`config.mk`:
```
export PLATFORM = sky130hd
export DESIGN_NAME = tdm_demux8_flat
export DESIGN_NICKNAME = d
export VERILOG_FILES = /design/src/rtl/tdm_demux8_if.sv /design/src/rtl/tdm_demux8.sv /design/src/flat_wrapper.sv
export SDC_FILE = /design/constraint.sdc
export NUM_CORES = 1
export LEC_CHECK = 0
export CORE_MARGIN = 2
export CORE_UTILIZATION = 44
export DETAILED_ROUTE_END_ITERATION = 12
export PLACE_DENSITY = 0.76
export SLEW_MARGIN = 20
export SYNTH_ARGS = -nofsm -noshare
export SYNTH_HDL_FRONTEND = slang
export SYNTH_SLANG_ARGS = --single-unit
```
`constraint.sdc`:
```
create_clock -name clk -period 2.4 [get_ports clk]
set_clock_uncertainty 0.2 [all_clocks]
set_input_delay 0.6 -clock clk [delete_from_list [all_inputs] [get_ports clk]]
set_output_delay 0.6 -clock clk [all_outputs]
set_load 0.005 [all_outputs]
```
`src/rtl/tdm_demux8_if.sv`:
```
// Slot-multiplexed link on one side, eight parallel lanes plus framing status on the other.
// The demux takes the slave side; whatever drives the link and reads the lanes takes the master side.
interface tdm_demux8_if #(
  parameter int W = 2
);
  logic [W-1:0]   din;
  logic           din_valid;
  logic           sof;
  logic [8*W-1:0] dout;
  logic           dout_valid;
  logic           locked;
  logic           sync_lost;
  logic [2:0]     slot;
  logic [7:0]     frame_cnt;

  modport master (
    output din, din_valid, sof,
    input  dout, dout_valid, locked, sync_lost, slot, frame_cnt
  );

  modport slave (
    input  din, din_valid, sof,
    output dout, dout_valid, locked, sync_lost, slot, frame_cnt
  );
endinterface

```
`src/rtl/tdm_demux8.sv`:
```
// Purpose: 1-to-8 TDM demultiplexer; locks on sof, stages slots 0..6, publishes all eight lanes per frame.
// Latency: a frame appears on dout one cycle after its slot-7 beat, with dout_valid high for that cycle.
// Backpressure: none; idle cycles (din_valid=0) simply hold all state, and there is no timeout.
module tdm_demux8 #(
  parameter int W = 2
) (
  input  logic          clk,
  input  logic          reset,
  tdm_demux8_if.slave   bus
);

  typedef enum logic {HUNT, SYNC} state_t;

  state_t         state;
  logic [2:0]     slot_q;
  logic [W-1:0]   stage [0:6];
  logic [8*W-1:0] dout_q;
  logic           dout_valid_q;
  logic           sync_lost_q;
  logic [7:0]     frame_cnt_q;
  logic [8*W-1:0] frame_next;

  // Completed frame: staged lanes 0..6 plus the slot-7 word straight from the link.
  always_comb begin
    frame_next = '0;
    for (int k = 0; k < 7; k++) begin
      frame_next[k*W +: W] = stage[k];
    end
    frame_next[7*W +: W] = bus.din;
  end

  // Framing FSM: hunt for sof, steer slots into staging, publish on slot 7, resync on errors.
  always_ff @(posedge clk or posedge reset) begin
    if (reset) begin
      state        <= HUNT;
      slot_q       <= 3'd0;
      dout_q       <= '0;
      dout_valid_q <= 1'b0;
      sync_lost_q  <= 1'b0;
      frame_cnt_q  <= 8'd0;
      for (int k = 0; k < 7; k++) begin
        stage[k] <= '0;
      end
    end else begin
      // Strobes are single-cycle unless re-raised below.
      dout_valid_q <= 1'b0;
      sync_lost_q  <= 1'b0;
      if (bus.din_valid) begin
        case (state)
          HUNT: begin
            if (bus.sof) begin
              stage[0] <= bus.din;
              slot_q   <= 3'd1;
              state    <= SYNC;
            end
          end
          SYNC: begin
            if (bus.sof) begin
              // A marker anywhere but slot 0 abandons the partial frame but keeps lock,
              // since the marker itself tells us where the new frame begins.
              if (slot_q != 3'd0) begin
                sync_lost_q <= 1'b1;
              end
              stage[0] <= bus.din;
              slot_q   <= 3'd1;
            end else if (slot_q == 3'd0) begin
              // Expected a marker and did not get one: framing is unknown, drop lock.
              sync_lost_q <= 1'b1;
              slot_q      <= 3'd0;
              state       <= HUNT;
            end else if (slot_q == 3'd7) begin
              dout_q       <= frame_next;
              dout_valid_q <= 1'b1;
              frame_cnt_q  <= frame_cnt_q + 8'd1;
              slot_q       <= 3'd0;
            end else begin
              for (int k = 1; k < 7; k++) begin
                if (slot_q == 3'(k)) begin
                  stage[k] <= bus.din;
                end
              end
              slot_q <= slot_q + 3'd1;
            end
          end
          default: begin
            state  <= HUNT;
            slot_q <= 3'd0;
          end
        endcase
      end
    end
  end

  assign bus.dout       = dout_q;
  assign bus.dout_valid = dout_valid_q;
  assign bus.locked     = (state == SYNC);
  assign bus.sync_lost  = sync_lost_q;
  assign bus.slot       = slot_q;
  assign bus.frame_cnt  = frame_cnt_q;

endmodule

```
`src/flat_wrapper.sv`:
```
// flat-port wrapper written by rule: the top's interface ports become plain ports
module tdm_demux8_flat 
#(
  parameter int W = 2
)
  (clk, reset, bus_din, bus_din_valid, bus_sof, bus_dout, bus_dout_valid, bus_locked, bus_sync_lost, bus_slot, bus_frame_cnt);
  tdm_demux8_if #(.W(W)) bus_i ();
  input  logic clk;
  input  logic reset;
  input wire logic [$bits(bus_i.din)-1:0] bus_din;
  input wire logic [$bits(bus_i.din_valid)-1:0] bus_din_valid;
  input wire logic [$bits(bus_i.sof)-1:0] bus_sof;
  output wire logic [$bits(bus_i.dout)-1:0] bus_dout;
  output wire logic [$bits(bus_i.dout_valid)-1:0] bus_dout_valid;
  output wire logic [$bits(bus_i.locked)-1:0] bus_locked;
  output wire logic [$bits(bus_i.sync_lost)-1:0] bus_sync_lost;
  output wire logic [$bits(bus_i.slot)-1:0] bus_slot;
  output wire logic [$bits(bus_i.frame_cnt)-1:0] bus_frame_cnt;
  assign bus_i.din = bus_din;
  assign bus_i.din_valid = bus_din_valid;
  assign bus_i.sof = bus_sof;
  assign bus_dout = bus_i.dout;
  assign bus_dout_valid = bus_i.dout_valid;
  assign bus_locked = bus_i.locked;
  assign bus_sync_lost = bus_i.sync_lost;
  assign bus_slot = bus_i.slot;
  assign bus_frame_cnt = bus_i.frame_cnt;
  tdm_demux8 #(.W(W)) u_core (.clk(clk), .reset(reset), .bus(bus_i));
endmodule
```
==> out/qor.yml, run 1 <==
status:
  status: "finished clean"
power_and_ir_drop:
  combPwrFrac_pct: 26.5
  power.internal_w: 0.00141
  ir_worst_vdd_uv: 511
  p_per_area_nw_per_um2: 824
  finalPower_w: 0.00198
  p_clk_share_pct: 21.4
  switching_share_pct: 28.7
  power.static_leakage_nw: 1.21
  seqPwrFrac_pct: 52.0
  p_sw_w: 0.000569
synthesis:
  syn_nets: 188
  ys.warnings.count: 0
  synth-main-ff-cell: "dfrtp_1"
  seq_area_frac_synth_pct: 58.7
  ys_top_cells_by_area: "dfrtp_1 (59%), nand2_1 (13%), mux2_2 (8.4%)"
  yosysTopAreaCellShare_pct: 58.7
  yosys.area.top_type: "dfrtp_1"
  yosysUniqueCellTypes: 25
  syn_area_per_cell_um2: 10.8
  synthCells: 174
  netlist_area_um2: 1880
  synth_edf_count: 0
  ys_ff_latch: 44
  async_reset_ff_share_pct: 100
worst_hold_path:
  min_path_type: "register to register"
cts:
  ctsLongestPathBuffers: 2
  cts_setup_buffers: 0
  clock_latency_ps: 290
  hold_buffers: 0
  cts_root_buf: "clkbuf_8"
  cts_made_buffers: 5
  cts_resized: 0
  cts_sinks: 44
  htreeDepth: 2
  clk_pin_slew_ps: 80
  cts_tree: "done"
placement:
  pre_cts_slack_ps: -44.6
  portBuffers: 35
  numPlacedInstances: 262
  place_congestion: 0.803
  hpwl_um: 2520
worst_setup_path:
  worstPathArrival_ps: 2220
  end_kind: "register"
  crit_type: "register to register"
  path_max_fanout: 6
  worstPathRequired_ps: 2420
  startpoint_type: "register"
sta:
  slew_headroom_pct: 75.8
  worst_slew_pin_slew_ps: 362
  hold_viol: 0
  holdWs_ps: 266
  setup_viol_count_final: 0
  slew_violations: 0
  fin_crit_sh_pct: 92.0
  setup_ws_ps: 192
  fmax_mhz: 453
  rsz0062_at_grt: "no"
  finalCriticalPeriod_ps: 2210
die:
  fp-row-count: 23
  fp.coreArea_um2: 4060
  dieArea_um2: 4800
  floorplan.initialDensity_pct: 46.3
  pin_count: 36
  die_x_um: 69.3
  die_h_um: 69.3
layout:
  drive_above_1_share_pct: 14.2
  n_fill_cell: 355
  nets: 233
  final_common_cell: "nand2_1"
  area_delta_synth_final_pct: 28.2
  instances_no_fill: 269
  num_antenna_cells: 0
  final_cell_mix: "nand2_1 (67), dfrtp_1 (44), clkdlybuf4s50_1 (35), mux2_2 (14), ha_1 (8)"
detailed_routing:
  routed_wl_um: 3490
  vias: 1318
  first_pass_iters: 4
  drt-initial-drc-count: 56
  viasPerCell: 4.90
  final_antenna_net_count: 0
  wl_per_cell_um: 13.0
  drc: 0
global_route:
  first_global_vias: 1343
  antenna_found_initial: 0
  grt_pass1_wl_um: 6130
  grt_start_max_net_pins: 45
  gr-total-overflow: 0
  track_usage_pct: 16.3
job:
  cap_violations: 0
## final cells by class
cell class / instances / area (um2) / share of cell area, %
Inverter: 6 / 22.5 / 0.936
Timing Repair Buffer: 42 / 415 / 17.3
Clock inverter: 1 / 5.00 / 0.208
Tap cell: 50 / 62.6 / 2.60
Multi-Input combinational cell: 120 / 727 / 30.2
Clock buffer: 6 / 72.6 / 3.02
Sequential cell: 44 / 1100 / 45.8
## worst max-delay path: stages (launching register included)
cell	delay [ps]
dfrtp_1	440
inv_1	90
ha_1	250
nor2b_1	200
or4b_4	580
nor3_2	210
xor2_1	160
## kinds of logic after synthesis
group	count (synthesis)	share of synthesized area, %
AO/OA/AOI/OAI	6	1.73
buffers and inverters	10	2.60
multiplexers	14	8.40
XOR/XNOR	7	3.27
flip-flops	44	58.7
AND/OR/NAND/NOR	85	20.0
adder cells (fa/ha/maj)	8	5.33
## metrics by stage
stage               utilization (%)  cell area (um2)  setup TNS, ps
floorplan                         -             1880              0
global route                   59.3             2410              0
finish                         59.3             2410              0
detailed placement             57.4             2330          -44.6
global placement               57.4             2330              0
CTS                            59.3             2410              0
## power by group through the flow
stage | Clock (W) | Sequential (W) | Combinational, W
2_1_floorplan | 0 | 0.00103 | 0.000286
3_3_place_gp | 0 | 0.00104 | 0.000511
3_5_place_dp | 0 | 0.00105 | 0.000530
4_1_cts | 0.000435 | 0.00103 | 0.000532
5_1_grt | 0.000467 | 0.00106 | 0.000590
6_report | 0.000425 | 0.00103 | 0.000526
## state kept, by name, summed over array words and instances, names as in the netlist
signal,cells
u_core.bus.dout,16
u_core.frame_next,14
u_core.bus.frame_cnt,8
u_core.bus.slot,3
u_core.bus.dout_valid,1
u_core.bus.locked,1
u_core.bus.sync_lost,1
## worst paths after layout
check	slack, ps	from	cells after the start	endpoint
hold / removal	270	u_core.frame_next[9]	2	u_core.bus.dout[9]
max in group asynchronous	1320	reset	3	u_core.bus.dout[8]
min in group asynchronous	470	reset	3	u_core.frame_next[5]
setup reg to reg	190	u_core.bus.slot[0]	6	u_core.bus.frame_cnt[7]
hold reg to reg	270	u_core.frame_next[9]	2	u_core.bus.dout[9]
setup / recovery	190	u_core.bus.slot[0]	6	u_core.bus.frame_cnt[7]
## routing by layer
| layer | vias to the layer above | wire length [um] | global-route usage (%) |
|---|---|---|---|
| met1 | 629 | 1670 | 20.3 |
| met5 | - | 0 | 0 |
| met4 | 0 | 75 | 6.97 |
| met2 | 30 | 1590 | 26.5 |
| li1 | 652 | - | - |
| met3 | 7 | 155 | 4.80 |
## Yosys cell counts, types with 2 or more instances
| library cell | instances |
|---|---|
| nand2_1 | 67 |
| nor2_1 | 4 |
| dfrtp_1 | 44 |
| o21ai_0 | 2 |
| xor2_1 | 4 |
| ha_1 | 8 |
| inv_1 | 5 |
| mux2_2 | 14 |
| a21oi_1 | 2 |
| nor3_1 | 3 |
| buf_2 | 3 |
| xnor2_1 | 3 |
| nand3_1 | 3 |
No activity file was read; power rests on OpenSTA's default activity.
==> inputs of run 2 (changes only) <==
CORE_MARGIN = 5   (was 2)
==> run 2 against run 1 <==
Against the previous run: non-clock buffer count grew 2; critical path type unchanged; via count shrank 0.53%; cell count grew 1.1%; core utilization grew 1.6 points; critical endpoint unchanged; fmax grew 0.91%; clock power grew 43%; global-route usage shrank 1.1 points; combinational power shrank 1%; die area grew 18%; register-to-register slack gained 20 ps.
==> out/qor.yml, run 2 (synthesized netlist as in run 1, its figures left out) <==
detailed_routing:
  first_pass_iters: 4
  drc: 0
  viasPerCell: 4.82
  drt-initial-drc-count: 84
  final_antenna_net_count: 0
  routed_wl_um: 3610
  wl_per_cell_um: 13.3
  vias: 1311
cts:
  clock_latency_ps: 300
  hold_buffers: 0
  cts_sinks: 44
  cts_root_buf: "clkbuf_8"
  htreeDepth: 2
  cts_made_buffers: 5
  cts_tree: "done"
  cts_resized: 0
  clk_pin_slew_ps: 80
  cts_setup_buffers: 0
  ctsLongestPathBuffers: 2
die:
  fp-row-count: 23
  floorplan.initialDensity_pct: 46.3
  die_h_um: 75.3
  fp.coreArea_um2: 4060
  dieArea_um2: 5670
  pin_count: 36
  die_x_um: 75.3
layout:
  largest_reg_flops: 16
  final_cell_mix: "nand2_1 (67), dfrtp_1 (44), clkdlybuf4s50_1 (35), mux2_2 (14)"
  final_util_pct: 60.9
  area_delta_synth_final_pct: 31.6
  drive_above_1_share_pct: 15.8
  final_common_cell: "nand2_1"
  n_fill_cell: 344
  num_antenna_cells: 0
  nets: 235
  design_area_um2: 2470
worst_setup_path:
  startpoint_type: "register"
  end_kind: "register"
  ff2ff_path_depth: 6
  worstPathArrival_ps: 2210
  worstPathRequired_ps: 2420
  crit_type: "register to register"
  path_max_fanout: 6
sta:
  rsz0062_at_grt: "no"
  slew_violations: 0
  fin_crit_sh_pct: 91.2
  setup_viol_count_final: 0
  fmax_mhz: 457
  finalCriticalPeriod_ps: 2190
  tns_ps: 0
  hold_viol: 0
  slew_headroom_pct: 77.2
  worst_slew_pin_slew_ps: 342
placement:
  placed_area_um2: 2340
  hpwl_um: 2650
  place_congestion: 0.836
  portBuffers: 35
worst_hold_path:
  min_path_type: "register to register"
  min_path_cells: 2
global_route:
  grt_pass1_wl_um: 6410
  gr-total-overflow: 0
  first_global_vias: 1330
  antenna_found_initial: 0
  track_usage_pct: 15.2
  grt_start_max_net_pins: 45
job:
  cap_violations: 0
status:
  status: "finished clean"
power_and_ir_drop:
  finalPower_w: 0.00216
  ir_worst_vdd_uv: 517
  power.static_leakage_nw: 1.24
  p_per_area_nw_per_um2: 875
## run 2: cell types whose count changed in the layout (fill, tap and decap cells not counted), sizes merged
| cell | before | now |
|---|---|---|
| bufinv | 0 | 1 |
| clkinv | 1 | 0 |
| clkbuf | 6 | 7 |
| buf | 7 | 9 |
## run 2: metrics by stage
step	setup slack [ps]	std cells	hold slack (ps)
after floorplan	366	174	232
after global placement	22.9	264	246
after detailed placement	1.70	264	254
after CTS	193	272	274
after global routing	83.4	272	292
final	212	272	270
## run 2: layer usage
metal  GRT usage [%]  wire length [um]  vias to the layer above  share of wire (%)
met3            4.49               192                        5                5.3
met4            5.24                58                        0                1.6
li1                -                 -                      658                  -
met5               0                 0                        -                  0
met2            24.0              1680                       27                 46
met1            20.1              1680                      621                 47
## run 2: worst paths after layout
kind / start / end / slack (ps)
max reg2reg: u_core.bus.slot[0] / u_core.bus.frame_cnt[7] / 210
max in group asynchronous: reset / u_core.bus.dout[9] / 1320
min: u_core.frame_next[4] / u_core.bus.dout[4] / 270
min reg2reg: u_core.frame_next[4] / u_core.bus.dout[4] / 270
max: u_core.bus.slot[0] / u_core.bus.frame_cnt[7] / 210
min in group asynchronous: reset / u_core.bus.dout[5] / 460
## run 2: report_power, final
part           internal, W  leakage, nW  switching, W  total, W
sequential        0.000908        0.591      0.000126   0.00103
combinational     0.000307        0.583      0.000213  0.000521
clock             0.000367       0.0645      0.000240  0.000607
## run 2: area by class of cell
cell class,instances,area (um2),area share (%)
clock buffers,7,96.3,3.90
clock inverters,1,30.0,1.22
inverters,6,22.5,0.912
multi-input cells,120,727,29.4
flip-flops and latches,44,1100,44.6
well taps,50,62.6,2.53
repair buffers,44,430,17.4
## run 2: critical path: stages (launching register included)
cell and delay (ps):
dfrtp_1 450, inv_1 100, ha_1 250, nor2b_1 190, or4b_4 580, nor3_2 200, xor2_1 150
